$ cat src/rtl/multicycle_controller.sv
// multicycle_controller: Moore control FSM sequencing the multicycle RV32I datapath
// (one shared memory, one shared ALU) for lw, sw, R-type, I-type, jal and beq.
// Optional feature macro: MULTICYCLE_BNE_EN -- when defined, BRANCH also resolves
// bne (funct3=001); when undefined, any branch other than beq is decoded as illegal.
module multicycle_controller (
  input  logic       CLK,
  input  logic       RESET,
  input  logic       EN,
  input  logic [6:0] OP,
  input  logic [2:0] funct3,
  input  logic       funct7,
  input  logic       Zero,
  output logic       PCWrite,
  output logic       AdrSrc,
  output logic       MemWrite,
  output logic       IRWrite,
  output logic       RegWrite,
  output logic [1:0] ResultSrc,
  output logic [1:0] ALUSrcA,
  output logic [1:0] ALUSrcB,
  output logic [1:0] ImmSrc,
  output logic [2:0] ALUControl,
  output logic       Illegal,
  output logic [3:0] State
);

  typedef enum logic [3:0] {
    S_FETCH    = 4'd0,
    S_DECODE   = 4'd1,
    S_MEMADR   = 4'd2,
    S_MEMREAD  = 4'd3,
    S_MEMWB    = 4'd4,
    S_MEMWRITE = 4'd5,
    S_EXECR    = 4'd6,
    S_ALUWB    = 4'd7,
    S_EXECI    = 4'd8,
    S_JAL      = 4'd9,
    S_BRANCH   = 4'd10
  } state_t;

  localparam logic [6:0] OP_LW  = 7'b0000011;
  localparam logic [6:0] OP_SW  = 7'b0100011;
  localparam logic [6:0] OP_R   = 7'b0110011;
  localparam logic [6:0] OP_I   = 7'b0010011;
  localparam logic [6:0] OP_JAL = 7'b1101111;
  localparam logic [6:0] OP_BR  = 7'b1100011;

  state_t     state_q, state_d;
  logic [1:0] alu_op;
  logic       pc_update, branch, ir_write, reg_write, mem_write;
  logic       illegal_op, taken, we_ok;

  // State register: reset wins over the stall enable
  always_ff @(posedge CLK) begin
    if (RESET)   state_q <= S_FETCH;
    else if (EN) state_q <= state_d;
  end

  // Opcode legality as seen in DECODE
  always_comb begin
    illegal_op = 1'b1;
    case (OP)
      OP_LW, OP_SW, OP_R, OP_I, OP_JAL: illegal_op = 1'b0;
`ifdef MULTICYCLE_BNE_EN
      OP_BR:                            illegal_op = 1'b0;
`else
      OP_BR:                            illegal_op = (funct3 != 3'b000);
`endif
      default:                          illegal_op = 1'b1;
    endcase
  end

  // Branch outcome from the ALU zero flag
  always_comb begin
`ifdef MULTICYCLE_BNE_EN
    case (funct3)
      3'b000:  taken = Zero;
      3'b001:  taken = ~Zero;
      default: taken = 1'b0;
    endcase
`else
    taken = Zero;
`endif
  end

  // Next-state logic and Moore per-state outputs
  always_comb begin
    state_d   = S_FETCH;
    AdrSrc    = 1'b0;
    ResultSrc = 2'b00;
    ALUSrcA   = 2'b00;
    ALUSrcB   = 2'b00;
    alu_op    = 2'b00;
    pc_update = 1'b0;
    branch    = 1'b0;
    ir_write  = 1'b0;
    reg_write = 1'b0;
    mem_write = 1'b0;
    case (state_q)
      S_FETCH: begin
        ir_write  = 1'b1;
        ALUSrcB   = 2'b10;
        ResultSrc = 2'b10;
        pc_update = 1'b1;
        state_d   = S_DECODE;
      end
      S_DECODE: begin
        ALUSrcA = 2'b01;
        ALUSrcB = 2'b01;
        if (illegal_op)                     state_d = S_FETCH;
        else if (OP == OP_LW || OP == OP_SW) state_d = S_MEMADR;
        else if (OP == OP_R)                state_d = S_EXECR;
        else if (OP == OP_I)                state_d = S_EXECI;
        else if (OP == OP_JAL)              state_d = S_JAL;
        else                                state_d = S_BRANCH;
      end
      S_MEMADR: begin
        ALUSrcA = 2'b10;
        ALUSrcB = 2'b01;
        state_d = OP[5] ? S_MEMWRITE : S_MEMREAD;
      end
      S_MEMREAD: begin
        AdrSrc  = 1'b1;
        state_d = S_MEMWB;
      end
      S_MEMWB: begin
        ResultSrc = 2'b01;
        reg_write = 1'b1;
      end
      S_MEMWRITE: begin
        AdrSrc    = 1'b1;
        mem_write = 1'b1;
      end
      S_EXECR: begin
        ALUSrcA = 2'b10;
        alu_op  = 2'b10;
        state_d = S_ALUWB;
      end
      S_ALUWB: begin
        reg_write = 1'b1;
      end
      S_EXECI: begin
        ALUSrcA = 2'b10;
        ALUSrcB = 2'b01;
        alu_op  = 2'b10;
        state_d = S_ALUWB;
      end
      S_JAL: begin
        ALUSrcA   = 2'b01;
        ALUSrcB   = 2'b10;
        pc_update = 1'b1;
        state_d   = S_ALUWB;
      end
      S_BRANCH: begin
        ALUSrcA = 2'b10;
        alu_op  = 2'b01;
        branch  = 1'b1;
      end
      default: state_d = S_FETCH;
    endcase
  end

  // ALU operation decode from ALUOp and the instruction fields
  always_comb begin
    ALUControl = 3'b000;
    case (alu_op)
      2'b01: ALUControl = 3'b001;
      2'b10: begin
        case (funct3)
          3'b000:  ALUControl = (OP[5] & funct7) ? 3'b001 : 3'b000;
          3'b010:  ALUControl = 3'b101;
          3'b110:  ALUControl = 3'b011;
          3'b111:  ALUControl = 3'b010;
          default: ALUControl = 3'b000;
        endcase
      end
      default: ALUControl = 3'b000;
    endcase
  end

  // Immediate format, a function of the opcode alone
  always_comb begin
    ImmSrc = 2'b00;
    case (OP)
      OP_SW:   ImmSrc = 2'b01;
      OP_BR:   ImmSrc = 2'b10;
      OP_JAL:  ImmSrc = 2'b11;
      default: ImmSrc = 2'b00;
    endcase
  end

  // Write enables are suppressed while stalled or held in reset
  assign we_ok    = EN & ~RESET;
  assign PCWrite  = we_ok & (pc_update | (branch & taken));
  assign IRWrite  = we_ok & ir_write;
  assign RegWrite = we_ok & reg_write;
  assign MemWrite = we_ok & mem_write;
  assign Illegal  = we_ok & (state_q == S_DECODE) & illegal_op;
  assign State    = state_q;

endmodule

$ cat config.mk
export PLATFORM = sky130hd
export DESIGN_NAME = multicycle_controller
export DESIGN_NICKNAME = d
export VERILOG_FILES = /design/src/rtl/multicycle_controller.sv
export SDC_FILE = /design/constraint.sdc
export NUM_CORES = 1
export LEC_CHECK = 0
export BUFFER_PORTS_ARGS = -buffer_cell sky130_fd_sc_hd__buf_2
export CAP_MARGIN = 10
export CELL_PAD_IN_SITES_DETAIL_PLACEMENT = 1
export CELL_PAD_IN_SITES_GLOBAL_PLACEMENT = 2
export CORE_MARGIN = 3
export CORE_UTILIZATION = 19
export DETAILED_ROUTE_END_ITERATION = 10
export PLACE_DENSITY = 0.84
export SLEW_MARGIN = 10
export SYNTH_ARGS = -nofsm -noshare
export SYNTH_HDL_FRONTEND = slang
export SYNTH_SLANG_ARGS = --single-unit
export TNS_END_PERCENT = 5
$ cat constraint.sdc
create_clock -name CLK -period 1.66 [get_ports CLK]
set_input_delay 0.166 -clock CLK [delete_from_list [all_inputs] [get_ports CLK]]
set_output_delay 0.166 -clock CLK [all_outputs]
set_load 0.02 [all_outputs]
Word-level counts from Yosys, hierarchy flattened
Index checks and enable logic that the tools add are counted.

Register bits after elaboration: 4. Bits of input ports: 15. Output and inout bits: 21. Word-level logic and storage cells: 68.

Eq/ne operators: 21. Mux-type cells: 22. Bitwise gates (word level): 11. Reductions and logical operators: 13.

Operator list (count): $pmux W4 S5 (1); $eq A4 B3 Y1 const B (4); $pmux W2 S2 (4); $eq A7 B6 Y1 const B (2); $eq A7 B7 Y1 const B (2); $eq A4 B4 Y1 const B (3); $mux W4 (3); $pmux W3 S4 (1); $reduce_or A2 Y1 (5); $and A1 B1 Y1 (9); $eq A4 B2 Y1 const B (2); $eq A7 B2 Y1 const B (1); $eq A7 B5 Y1 const B (1); $mux W1 (7); $eq A3 B3 Y1 const B (2); $pmux W2 S3 (1); $pmux W3 S2 (1); $reduce_or A3 Y1 (2); $reduce_or A5 Y1 (1); $eq A4 B1 Y1 const B (1); $logic_not A4 Y1 (1); $mux W2 (2); $reduce_or A4 Y1 (1); $eq A3 B2 Y1 const B (1); other kinds (9) (9).

Depth between registers and ports, before layout
Gate-level depths: netlist (run 1).

Depth in word-level cells: 7. Gate-level depth with buffers: 8. Depth with buffers taken out: 7.

Worst setup path before layout (run 1)
No wires, ideal clock.

Path kind: register -> output. From: register state_q[3] (netlist: State[3]). To: output port ALUControl[2]. Data arrival time: 2.229 ns. Required time: 1.494 ns. Slack: -0.735 ns. Stages on the path, launching flop included: 7. Path buffers: 2. Path through: dfxtp_1 -> buf_6 -> clkbuf_1 -> nand2_1 -> nor3_1 -> ha_1 -> nor4_1.

Cells in the longest elaborated chain, start to end: 5. Elaborated cells between the ends (all ways): 8. Those cells by class: eq/ne: 5; mux: 2; reduce/logical: 1.

Ends and longest elaborated chain: start: declaration (RTL line 48) `state_t state_q, state_d;`; start signal: assignment (RTL line 56) `else if (EN) state_q <= state_d;`; $eq A4 B4 Y1 or $eq A4 B3 Y1 (tied branches) (RTL line 99) `case (state_q)`; $reduce_or A2 Y1 (no source line); $pmux W2 S2 (*) (RTL line 99); $eq A2 B2 Y1 or $eq A2 B1 Y1 (tied branches) (RTL line 166) `case (alu_op)`; $pmux W3 S2 (*) (RTL line 166); end: declaration (RTL line 22) `output logic [2:0] ALUControl,`.

Every way passes the cells marked *; elsewhere a longest branch is shown, timed or not.

Final worst setup path (run 1)
From: register state_q[2] (netlist: State[2]). To: output port ALUControl[2].

Same word-level chain as after synthesis.

==> summary by stage, run 1 <==
Clock network
The clock transition at the register clock pins on the worst setup and hold paths after CTS is 0.05 ns. The depth of the CTS H-tree is 1. The count of clock tree sinks is 4. The buffer type at the clock tree root is sky130_fd_sc_hd__clkbuf_4.

The buffer levels on the longest clock path is 2. Counting the buffers created by CTS gives 3. The number of buffers inserted to repair setup after CTS is 0. The CTS tree is yes. For the worst-skew pair, the clock arrives at the later sink with an insertion delay of between 0.2 and 0.3 ns.

Hold path
The destination of the worst hold path is State[0]. Along the worst hold path, the cell count comes to 2. The worst hold path belongs to the class in -> reg.

The worst hold path begins at RESET.

Pwr
The leakage power is 0.529 nW. The completed layout was analyzed and its total power is 0.000416 W. The peak ir drop on the vdd network is about 0.16 mV. Power spread over the standard cell area amounts to 335 nW/um2.

Logic synthesis
The cell area after technology mapping is 664 um2. The synthesis warning total is 0. The synthesized netlist net count is ~120. The instance count of the mapped netlist is between 90 and 100. The per-instance average area after synthesis is 6.71 um2. Yosys mapped a number of flops with a built-in enable equal to 0. The synthesized netlist contains 41 unique library cells. The async set-reset flop share out of synthesis is 0%. In the synthesized netlist the dominant register cell turns out to be sky130_fd_sc_hd__dfxtp_1. The portion of the post-synthesis area used by sequential elements is 12.1%. The synthesis-stage register bit count is 4.

Place
The worst setup timing slack at the placement stage is -0.201 ns. The placed wire-length estimate is approximately 2300 um. The placer congestion estimate is 0.931. The port buffer count is 35.

Critical path
Setup slack on the worst reg-to-reg path comes out at -0.15 ns. The worst register-to-register path has a depth of 5. The path type of the worst setup path is reg -> out. The element type at the critical path end is an output pin.

The signal arrival time at the worst endpoint is between 1.5 and 2 ns. The worst register-to-register path ends at State[1]. The endpoint required time on the critical path is ~1.5 ns.

In this run the worst path has a maximum fanout of 3. In this run the critical register-to-register path is launched from State[2]. The worst setup path is launched from a flip-flop.

STA
On the final layout, the worst clock skew is 0.000858 ns. The total count of hold-check failures in the final report is 0. Headroom to the max-slew limit came out at 69.0%.

For the final routed database, the setup TNS stands at -1.27 ns. Setup repair after global routing could not meet its margin everywhere. The final critical path takes up 120% of the cycle.

For the pin with the worst max-slew slack, the measured transition is between 0.4 and 0.5 ns. The highest achievable clock rate is 0.502 GHz. Setup slack on the critical path of the routed design comes to -0.334 ns. The number of pins with negative max-slew slack in the final report is 0. The final critical-path required period is 1.99 ns. Setup violations remaining at the end of the flow were counted as 8.

Routing
In the final routed layout, each cell accounts on average for roughly 16 um. The per-cell via count in the routed design is ~5.0. The initial DRC count is 30. The routed via count is around 990. The number of iterations in the first detailed-routing pass is 4. The number of routed nets with antenna violations is 0.

For this run, design rule violations remaining after detail routing come to 0. The routed design has between 3000 and 4000 um of wire.

Die
The width of the chip is 65.1 um. The overall die height is 65.1 um. The starting density of the core is 20.7%.

The number of cell rows is 20. The core area is 3200 um2. During I/O placement, the number of pins put on the boundary was 36. The die area is approximately 4200 um2.

Global routing
The global-route wire length before repair is approximately 5200 um. The residual overflow from global routing is 0. The global-route layer with the greatest usage is met2. The largest net degree at the start of global routing is 15. Across every metal layer, demand over resource in global routing totals 15.2%. Global routing used around a fifth of the available met1 tracks.

The met3 layer usage reported by global route is between 3 and 4%. The number of global-route vias before repair is 1038. The number of antenna violations at the first check in global routing is 0. For met2 alone, demand over resource in global routing was 26.6%.

Final layout
The number of flip-flops in the largest register is 4. The total of fill cells in the finished design is approximately 420. The net count of the finished layout is 173. Of the cells placed in the final design, the portion with a size suffix greater than 1 is 59.4%. The library cell used most frequently in the layout, excluding fill and tap cells, is sky130_fd_sc_hd__buf_2. The number of antenna diodes in the final layout is 0. Summing all multi-input logic gate instances after layout gives ~650 um2. Summing all flip-flop and latch instances after layout gives 86.3 um2. In the layout the commonest cells are 29 x sky130_fd_sc_hd__buf_2, 27 x sky130_fd_sc_hd__buf_4, 7 x sky130_fd_sc_hd__nor2_1. The relative area change from synthesis to final layout is 87.0%.

Status
The flow ran to the end, but the final reports show violations. The checks that failed: setup timing.

Job
Max-cap violations in this run came to 0.
## critical path: stages (launching register included)
cell,delay [ns]
sky130_fd_sc_hd__dfxtp_2,0.34
sky130_fd_sc_hd__inv_2,0.05
sky130_fd_sc_hd__or3_4,0.37
sky130_fd_sc_hd__a21oi_4,0.16
sky130_fd_sc_hd__inv_2,0.06
sky130_fd_sc_hd__ha_4,0.22
sky130_fd_sc_hd__nor4_4,0.20
sky130_fd_sc_hd__buf_4,0.18
## worst max path at each step
stage,from,end,slack (ns),cells after the start
2_1_floorplan,State[1],ALUControl[2],-0.21,7
3_3_place_gp,State[1],ALUControl[2],-0.13,7
3_5_place_dp,State[1],ALUControl[2],-0.20,8
4_1_cts,State[2],ALUControl[2],-0.37,7
5_1_grt,State[2],ALUControl[2],-0.41,7
6_report,State[2],ALUControl[2],-0.33,7
## where the power goes
group          internal [W]  total (W)  switching, W
sequential        0.0000967  0.0000994    0.00000268
combinational     0.0000672   0.000160     0.0000932
clock             0.0000918   0.000156     0.0000640
## logic make-up after synthesis
kind of cell,share of synthesized area [%]
and+or+nand+nor,38.4
AOI/OAI and AO/OA,29.8
buffers and inverters,10.5
DFF,12.1
xor gates and xnor gates,3.96
adders and majority gates,3.77
muxes,1.51
## cell type report
type	instances	area share [%]
multi-input cells	79	52.5
repair buffers	60	31.6
flip-flops and latches	4	6.95
well taps	44	4.43
inverters	8	2.42
clock buffers	4	2.11
## through the flow
stage                     utilization, %  instances  hold slack [ns]  instance area [um2]
after floorplan                        -         99            0.228                  734
after global placement              34.5        195            0.433                 1100
after detailed placement            34.5        195            0.441                 1100
after CTS                           37.0        199            0.180                 1190
after global routing                38.8        199            0.194                 1240
final                               38.8        199            0.189                 1240
## synth_stat cells (all sizes together) (2+ instances only)
master	number	area, um2
nand2	8	30.0
nor3	7	40.0
nor2	9	33.8
o21ai	6	30.0
a21oi	4	20.0
a21boi	2	15.0
clkbuf	5	18.8
nand3b	2	15.0
buf	3	21.3
a31oi	3	18.8
nand2b	5	31.3
xor2	2	17.5
ha	2	25.0
inv	8	30.0
dfxtp	4	80.1
o311ai	2	17.5
nor4	6	37.5
## timing repair
action                     CTS  global route
setup endpoints to repair    9            12
hold buffers                 0             0
pin swaps                    6             4
hold endpoints to repair     0             0
gates resized for setup     15            14
## metal layers
metal	vias to the layer above	part of all wire [%]
li1	475	-
met4	0	0.45
met2	26	52
met3	5	4.3
met5	-	0
met1	488	44
Power figures use the tool's default switching activity.
==> run 2: changes to the inputs <==
--- a/config.mk
+++ b/config.mk
@@ -5,12 +5,13 @@
 export SDC_FILE = /design/constraint.sdc
 export NUM_CORES = 1
 export LEC_CHECK = 0
+export ABC_AREA = 1
 export BUFFER_PORTS_ARGS = -buffer_cell sky130_fd_sc_hd__buf_2
 export CAP_MARGIN = 10
 export CELL_PAD_IN_SITES_DETAIL_PLACEMENT = 1
 export CELL_PAD_IN_SITES_GLOBAL_PLACEMENT = 2
 export CORE_MARGIN = 3
-export CORE_UTILIZATION = 19
+export CORE_UTILIZATION = 17
 export DETAILED_ROUTE_END_ITERATION = 10
 export PLACE_DENSITY = 0.84
 export SLEW_MARGIN = 10
==> run 2 against run 1 <==
Combinational power down 9%. First-iteration DRC count fell by 6.7%. Largest cell class unchanged. Worst setup slack better by 0.35 ns. Fmax is 21% higher. The flow now finishes without violations. Clock-buffer cell count is 1 lower. Sequential power is 1% lower. Critical endpoint is now ALUControl[0]. Design area down 12%.
==> summary by stage, run 2 <==
Place
The port buffer count came to 35 (unchanged). The worst setup timing slack at the placement stage is 0.0411 ns (+0.242 ns). The instance area after placement is 867 um2 (-21%).

The placer congestion estimate was 0.833 (-11%). The placed wire-length estimate is 1990 um (-15%).

Clock network
The clock transition at the register clock pins on the worst setup and hold paths after CTS is 0.03 ns (-0.02 ns). The CTS tree is yes. The depth of the CTS H-tree came to 1 (unchanged). The buffer type at the clock tree root is sky130_fd_sc_hd__clkbuf_8. The number of clock buffers inserted by TritonCTS came to 3 (unchanged). The buffer levels on the longest clock path is 2 (unchanged). The clock latency of the later-clocked register in the worst-skew pair was 0.22 ns (-0.03 ns).

The count of clock tree sinks was 4 (unchanged).

Pwr
The power density over cell area is 414 nW/um2 (+24%). The clock network power share was 45.9% (+8.4 points). The peak ir drop on the vdd network came to 0.250 mV (+60%).

The proportion of total power due to net switching is 32.9% (-5.6 points). The sequential group share of total power is 21.8% (-2.1 points). The leakage power was 0.547 nW (+3.3%). The logic gate share of total power came to 32.3% (-6.3 points). The internal power summed over all cells is 0.000302 W (+18%). The net switching component of the power came to 0.000148 W (-7.5%).

Routing
The initial DRC count is 28 (-6.7%). The per-cell via count in the routed design is 4.33 (-13%). The detail-routed net length per standard cell is 11.9 um (-24%). The post-route DRC violation count is 0 (unchanged). The number of iterations in the first detailed-routing pass is 4 (unchanged). The number of routed nets with antenna violations is 0 (unchanged). The routed via count came to 900 (-9.5%). The total length of routed wires is 2480 um (-20%).

Die
The die area is 4480 um2 (+5.7%). The starting density of the core was 18.2% (-2.5 points). The core area was 3470 um2 (+8.3%). The width of the chip is 67.0 um (+2.8%). The top-level port count is 36 (unchanged). The number of cell rows was 21 (+5.0%). The overall die height is 67.0 um (+2.8%).

Final layout
The number of flip-flops in the largest register is 4 (unchanged). The commonest non-fill, non-tap cell in the layout is sky130_fd_sc_hd__buf_2. The total of fill cells in the finished design is 470 (+13%).

The relative area change from synthesis to final layout is 72.1%. The final design utilization is 31.3% (-7.4 points). The diode insertion count for antenna repair is 0 (unchanged).

Leaving out fill and tap cells, the most frequent cells in the layout are 32 x sky130_fd_sc_hd__buf_2, 23 x sky130_fd_sc_hd__nand2_1, 17 x sky130_fd_sc_hd__nor2_1. The share of post-route cells with drive strength above 1 is 53.1% (-6.3 points). The final instance area was 1090 um2 (-12%). The count of nets after finishing is 181 (+4.6%).

Logic synthesis
The portion of the post-synthesis area used by sequential elements was 12.7% (+0.62 points). The instance count of the mapped netlist came to 116 (+17%). The synthesis warning total came to 0 (unchanged).

The number of enable-type register cells in the synthesized netlist is 0 (unchanged). The commonest cells after synthesis are 27 x sky130_fd_sc_hd__nand2_1, 20 x sky130_fd_sc_hd__nor2_1, 18 x sky130_fd_sc_hd__inv_1. The count of unique library cells instantiated by Yosys is 24 (-41%). After synthesis, the cell types taking the most area are sky130_fd_sc_hd__nand2_1 16%, sky130_fd_sc_hd__dfxtp_1 13%, sky130_fd_sc_hd__nor2_1 12%. The per-instance average area after synthesis is 5.45 um2 (-19%).

The flip-flop cell with the highest count after synthesis is sky130_fd_sc_hd__dfxtp_1. The synthesized netlist net count was 133 (+15%). sky130_fd_sc_hd__nand2_1 takes more of the synthesized area than any other cell.

The synthesis-stage register bit count is 4 (unchanged). The cell area after technology mapping was 632 um2 (-4.9%). The async set-reset flop share out of synthesis came to 0% (unchanged). Among all cell types in the netlist, the one instantiated most often is sky130_fd_sc_hd__nand2_1. The share of the synthesized area in the top cell type is 16.0% (+4.0 points).

Critical path
The largest fanout on the critical path is 5 (+2). The signal arrival time at the worst endpoint is 1.48 ns (-0.35 ns). The reg-to-reg setup timing slack is 0.38 ns (+0.53 ns). The endpoint identified for the worst register-to-register timing path is State[2]. The depth of the worst register-to-register path is 10 (+5). The endpoint required time on the critical path is 1.49 ns (about the same). The most critical setup path has its startpoint at State[2].

The launch instance of the worst register-to-register path is State[1]. The path type of the worst setup path is reg -> out. The worst setup path is captured at an output pin. The type of origin of the critical path is a flip-flop. In this run the worst setup path terminates at ALUControl[0].

Job
The reported max-cap violation count is 0 (unchanged).

Status
The flow ran to the end, and the final reports show no timing, DRC or antenna violations.

STA
The final worst clock skew is 0.000169 ns (-0.000689 ns). The transition time of the tightest slew-check pin came to 0.339 ns (-0.123 ns). The highest achievable clock rate is 0.609 GHz (+21%). Setup repair after global routing could not meet its margin everywhere. The total count of hold-check failures in the final report is 0 (unchanged). The setup slack of the critical path after layout was 0.0190 ns (+0.353 ns).

The final critical-path required period was 1.64 ns (-0.353 ns). The number of pins with negative max-slew slack in the final report came to 0 (unchanged). The remaining max-slew budget at the tightest pin was 77.2% (+8.2 points). The final number of setup-violating endpoints is 0 (-8). The period utilization is 98.9% (-21 points).

Global routing
The largest net degree at the start of global routing is 8 (-7). The number of global-route vias before repair was 887 (-15%). The global-route wire length before repair is 4010 um (-22%). The number of antenna violations at the first check in global routing came to 0 (unchanged). The overall track demand over capacity in global routing is 11.7% (-3.5 points). The residual overflow from global routing is 0 (unchanged).

Hold path
The kind of path behind the tightest hold check is in -> reg.
run 2: changes by cell type after synthesis, sizes merged, moves of 3 or more:
cell,delta
nor4,-5
inv,+16
a31oi,-3
nand2b,-5
nand2,+22
o21ai,-3
a21oi,+3
nand3,+9
buf,-3
nor3,-5
nor2,+18
clkbuf,-5
run 2: repair_timing:
item                                    in CTS  in global routing
hold buffers                                 0                  0
setup buffers                                5                  3
endpoints found under the setup margin       4                  6
pin swaps                                    6                  7
gates resized for setup                     27                 11
run 2: metal layers:
layer	vias to the layer above	global-route usage (%)	share of wire, %	wire, um
met5	-	0	0	0
met4	0	4.56	1.4	34
met3	4	1.85	4.1	101
met2	17	22.5	55	1370
met1	423	12.5	39	968
li1	456	-	-	-
run 2: worst min-delay path by stage:
stage | from | to | slack [ns] | cells after the start
final | RESET | State[2] | 0.17 | 2
after global routing | RESET | State[0] | 0.18 | 2
after CTS | RESET | State[2] | 0.16 | 2
after detailed placement | RESET | State[0] | 0.40 | 2
after global placement | RESET | State[0] | 0.39 | 2
after floorplan | RESET | State[0] | 0.23 | 1
run 2: cell families after synthesis:
logic type / Yosys count / share of synthesized area (%)
AND/OR/NAND/NOR: 72 / 53.9
flip-flops: 4 / 12.7
adder cells (fa/ha/maj): 2 / 3.96
AO/OA/AOI/OAI: 14 / 15.2
buffers and inverters: 24 / 14.3
run 2: area by class of cell:
type | instances | area, um2 | area share [%]
tap | 46 | 57.6 | 5.29
sequential | 4 | 92.6 | 8.52
clock buffer | 3 | 41.3 | 3.80
timing repair buffer | 43 | 246 | 22.7
multi-input combinational | 88 | 549 | 50.5
inverter | 24 | 100 | 9.21
run 2: worst max-delay path: stages (launching register included):
cell	delay [ns]
sky130_fd_sc_hd__dfxtp_4	0.36
sky130_fd_sc_hd__inv_4	0.08
sky130_fd_sc_hd__nand2_4	0.06
sky130_fd_sc_hd__nor2_4	0.13
sky130_fd_sc_hd__nor2_4	0.05
sky130_fd_sc_hd__ha_1	0.31
sky130_fd_sc_hd__a21oi_2	0.12
sky130_fd_sc_hd__buf_4	0.15
run 2: stage by stage:
stage               hold slack (ns)  total power, W  setup TNS, ns  std cells
floorplan                     0.228        0.000178        -0.0193        116
global placement              0.392        0.000227              0        197
detailed placement            0.404        0.000231              0        197
CTS                           0.162        0.000453        -0.0162        205
global route                  0.184        0.000478         -0.111        208
finish                        0.172        0.000450              0        208
run 2: power groups by stage:
stage	registers [W]	logic, W	clock network, W
CTS	0.0000980	0.000142	0.000213
global route	0.0000984	0.000162	0.000218
floorplan	0.000105	0.0000724	0
detailed placement	0.000103	0.000129	0
global placement	0.000103	0.000124	0
finish	0.0000980	0.000145	0.000206
==> run 3: changes to the inputs <==
--- a/config.mk
+++ b/config.mk
@@ -10,6 +10,7 @@
 export CAP_MARGIN = 10
 export CELL_PAD_IN_SITES_DETAIL_PLACEMENT = 1
 export CELL_PAD_IN_SITES_GLOBAL_PLACEMENT = 2
+export CORE_ASPECT_RATIO = 1.5
 export CORE_MARGIN = 3
 export CORE_UTILIZATION = 17
 export DETAILED_ROUTE_END_ITERATION = 10
==> run 3 against run 2 <==
The run now ends with setup timing left. Critical path type unchanged. Highest routed layer unchanged. Wire length is 2.6% higher. Total power is 2.1% higher. Die area is 0.34% higher. Clock power is 3% higher. Via count is 0.67% lower. Critical endpoint unchanged. First-iteration DRC count is 79% lower.
==> summary by stage, run 3 (synthesis results as in run 2) <==
Status
The run finished, with violations left. The final reports fail on setup timing.

Routing
The detail-routed net length per standard cell was 12.5 um (+4.6%). The total length of routed wires is 2540 um (+2.6%). The per-cell via count in the routed design is 4.38 (+1.3%). The number of routed nets with antenna violations was 0 (unchanged).

The number of iterations in the first detailed-routing pass is 3 (-1). The initial DRC count is 6 (-79%). The post-route DRC violation count came to 0 (unchanged).

The routed via count was 894 (-0.67%).

Clock network
The depth of the CTS H-tree came to 1 (unchanged). The buffer levels on the longest clock path is 2 (unchanged). The clock latency of the later-clocked register in the worst-skew pair is 0.22 ns (about the same). The clock transition at the register clock pins on the worst setup and hold paths after CTS is 0.03 ns (about the same). The number of clock buffers inserted by TritonCTS was 3 (unchanged).

The count of clock tree sinks is 4 (unchanged). The hold buffer count at cts came to 0 (unchanged). The CTS tree is yes. The buffer type at the clock tree root is sky130_fd_sc_hd__clkbuf_8.

Final layout
Relative to the synthesized area, the layout overhead comes to 72.9%. In the layout the commonest cells are 31 x sky130_fd_sc_hd__buf_2, 24 x sky130_fd_sc_hd__nand2_1, 17 x sky130_fd_sc_hd__nor2_1. The diode insertion count for antenna repair is 0 (unchanged). The share of post-route cells with drive strength above 1 is 52.5% (-0.62 points). The commonest non-fill, non-tap cell in the layout is sky130_fd_sc_hd__buf_2. The number of flip-flops in the largest register is 4 (unchanged).

The count of nets after finishing came to 181 (unchanged). The final design utilization is 31.4% (about the same).

STA
The remaining max-slew budget at the tightest pin is 85.1% (+7.9 points). The final critical-path required period is 1.67 ns (+0.0309 ns). The transition time of the tightest slew-check pin is 0.222 ns (-0.118 ns). The final-layout setup total negative slack is -0.0119 ns (-0.0119 ns). The number of pins with negative max-slew slack in the final report is 0 (unchanged).

The total count of hold-check failures in the final report is 0 (unchanged). The setup slack of the critical path after layout came to -0.0119 ns (-0.0309 ns). The final worst clock skew is 0.00503 ns (+0.00486 ns). Setup repair after global routing could not meet its margin everywhere.

The worst hold slack is 0.166 ns (-0.00675 ns). The final number of setup-violating endpoints is 1 (+1). The period utilization is 101% (+1.9 points). The highest achievable clock rate is 0.598 GHz (-1.8%).

Hold path
The worst hold path belongs to the class in -> reg.

Critical path
The endpoint required time on the critical path is 1.49 ns (about the same). The type of origin of the critical path is a flip-flop. The path type of the worst setup path is reg -> out. The worst setup path is captured at an output pin. The signal arrival time at the worst endpoint is 1.51 ns (+0.03 ns).

The largest fanout on the critical path is 4 (-1).

Die
The starting density of the core came to 18.2% (-0.065 points). The width of the chip is 55.8 um (-17%). The core area is 3480 um2 (+0.36%). The top-level port count is 36 (unchanged). The number of cell rows came to 26 (+24%).

The die area is 4500 um2 (+0.34%). The overall die height is 80.7 um (+20%).

Pwr
The total chip power was 0.000459 W (+2.1%). The power density over cell area is 420 nW/um2 (+1.7%). The peak ir drop on the vdd network is 0.370 mV (+48%). The sequential group share of total power is 21.3% (-0.5 points). The proportion of total power due to net switching is 33.8% (+0.86 points). The leakage power came to 0.552 nW (+1.0%). The net switching component of the power is 0.000155 W (+4.8%). The internal power summed over all cells is 0.000304 W (+0.82%). The logic gate share of total power is 32.5% (+0.2 points). The clock network power share is 46.2% (+0.3 points).

Global routing
The overall track demand over capacity in global routing was 12.2% (+0.51 points). The global-route wire length before repair is 4400 um (+9.7%). The number of antenna violations at the first check in global routing is 0 (unchanged).

The largest net degree at the start of global routing was 6 (-2). The number of global-route vias before repair is 1007 (+14%). The residual overflow from global routing is 0 (unchanged).

Place
The placer congestion estimate is 0.781 (-6.2%). The port buffer count is 35 (unchanged). The placed wire-length estimate is 1970 um (-1.3%).

Job
The reported max-cap violation count is 0 (unchanged).
-- run 3: cell counts in the layout (fill, tap and decap cells not counted) --
Identical to the previous run, type by type.
-- run 3: stage by stage --
stage / cell area [um2] / instances / setup WS, ns
after floorplan: 634 / 116 / -0.0193
after detailed placement: 877 / 195 / 0.00639
after CTS: 1070 / 204 / 0.00361
final: 1090 / 204 / -0.0119
after global routing: 1090 / 204 / -0.100
after global placement: 877 / 195 / 0.0986
-- run 3: final timing paths --
kind,endpoint,depth (start not counted),slack [ns],start
worst max register to register,State[1],10,0.34,State[2]
worst min-delay path,State[2],2,0.17,RESET
worst min register to register,State[0],3,0.62,State[0]
worst max-delay path,ALUControl[0],9,-0.01,State[1]
-- run 3: worst max-delay path, cell delays in order, from the launching register on --
cell and delay (ns):
sky130_fd_sc_hd__dfxtp_4 0.37, sky130_fd_sc_hd__inv_4 0.07, sky130_fd_sc_hd__nand2_4 0.06, sky130_fd_sc_hd__nor2_4 0.14, sky130_fd_sc_hd__nor2_4 0.07, sky130_fd_sc_hd__inv_2 0.07, sky130_fd_sc_hd__ha_4 0.14, sky130_fd_sc_hd__o21ai_2 0.05
sky130_fd_sc_hd__a21oi_1 0.15, sky130_fd_sc_hd__buf_4 0.16
-- run 3: what timing repair did --
item,in CTS,in global routing
endpoints found under the setup margin,6,6
pin swaps,7,0
setup buffers,6,0
resized for setup,31,7
-- run 3: final cells by class --
type                    count  area, um2
clock buffers               3       41.3
inverters                  24        100
fillers                   448       2390
repair buffers             43        245
flip-flops and latches      4       92.6
well taps                  42       52.6
multi-input cells          88        561
-- run 3: power by group through the flow --
| stage | sequential [W] | clock, W | combinational (W) |
|---|---|---|---|
| floorplan | 0.000105 | 0 | 0.0000724 |
| global placement | 0.000103 | 0 | 0.000126 |
| detailed placement | 0.000103 | 0 | 0.000129 |
| CTS | 0.0000979 | 0.000213 | 0.000146 |
| global route | 0.0000980 | 0.000227 | 0.000165 |
| finish | 0.0000978 | 0.000212 | 0.000149 |
-- run 3: layer usage --
metal	vias to the layer above	wire (um)	GRT usage (%)
met2	27	1450	24.4
met5	-	0	0
met4	0	63	5.84
li1	458	-	-
met1	403	915	12.0
met3	6	113	1.93
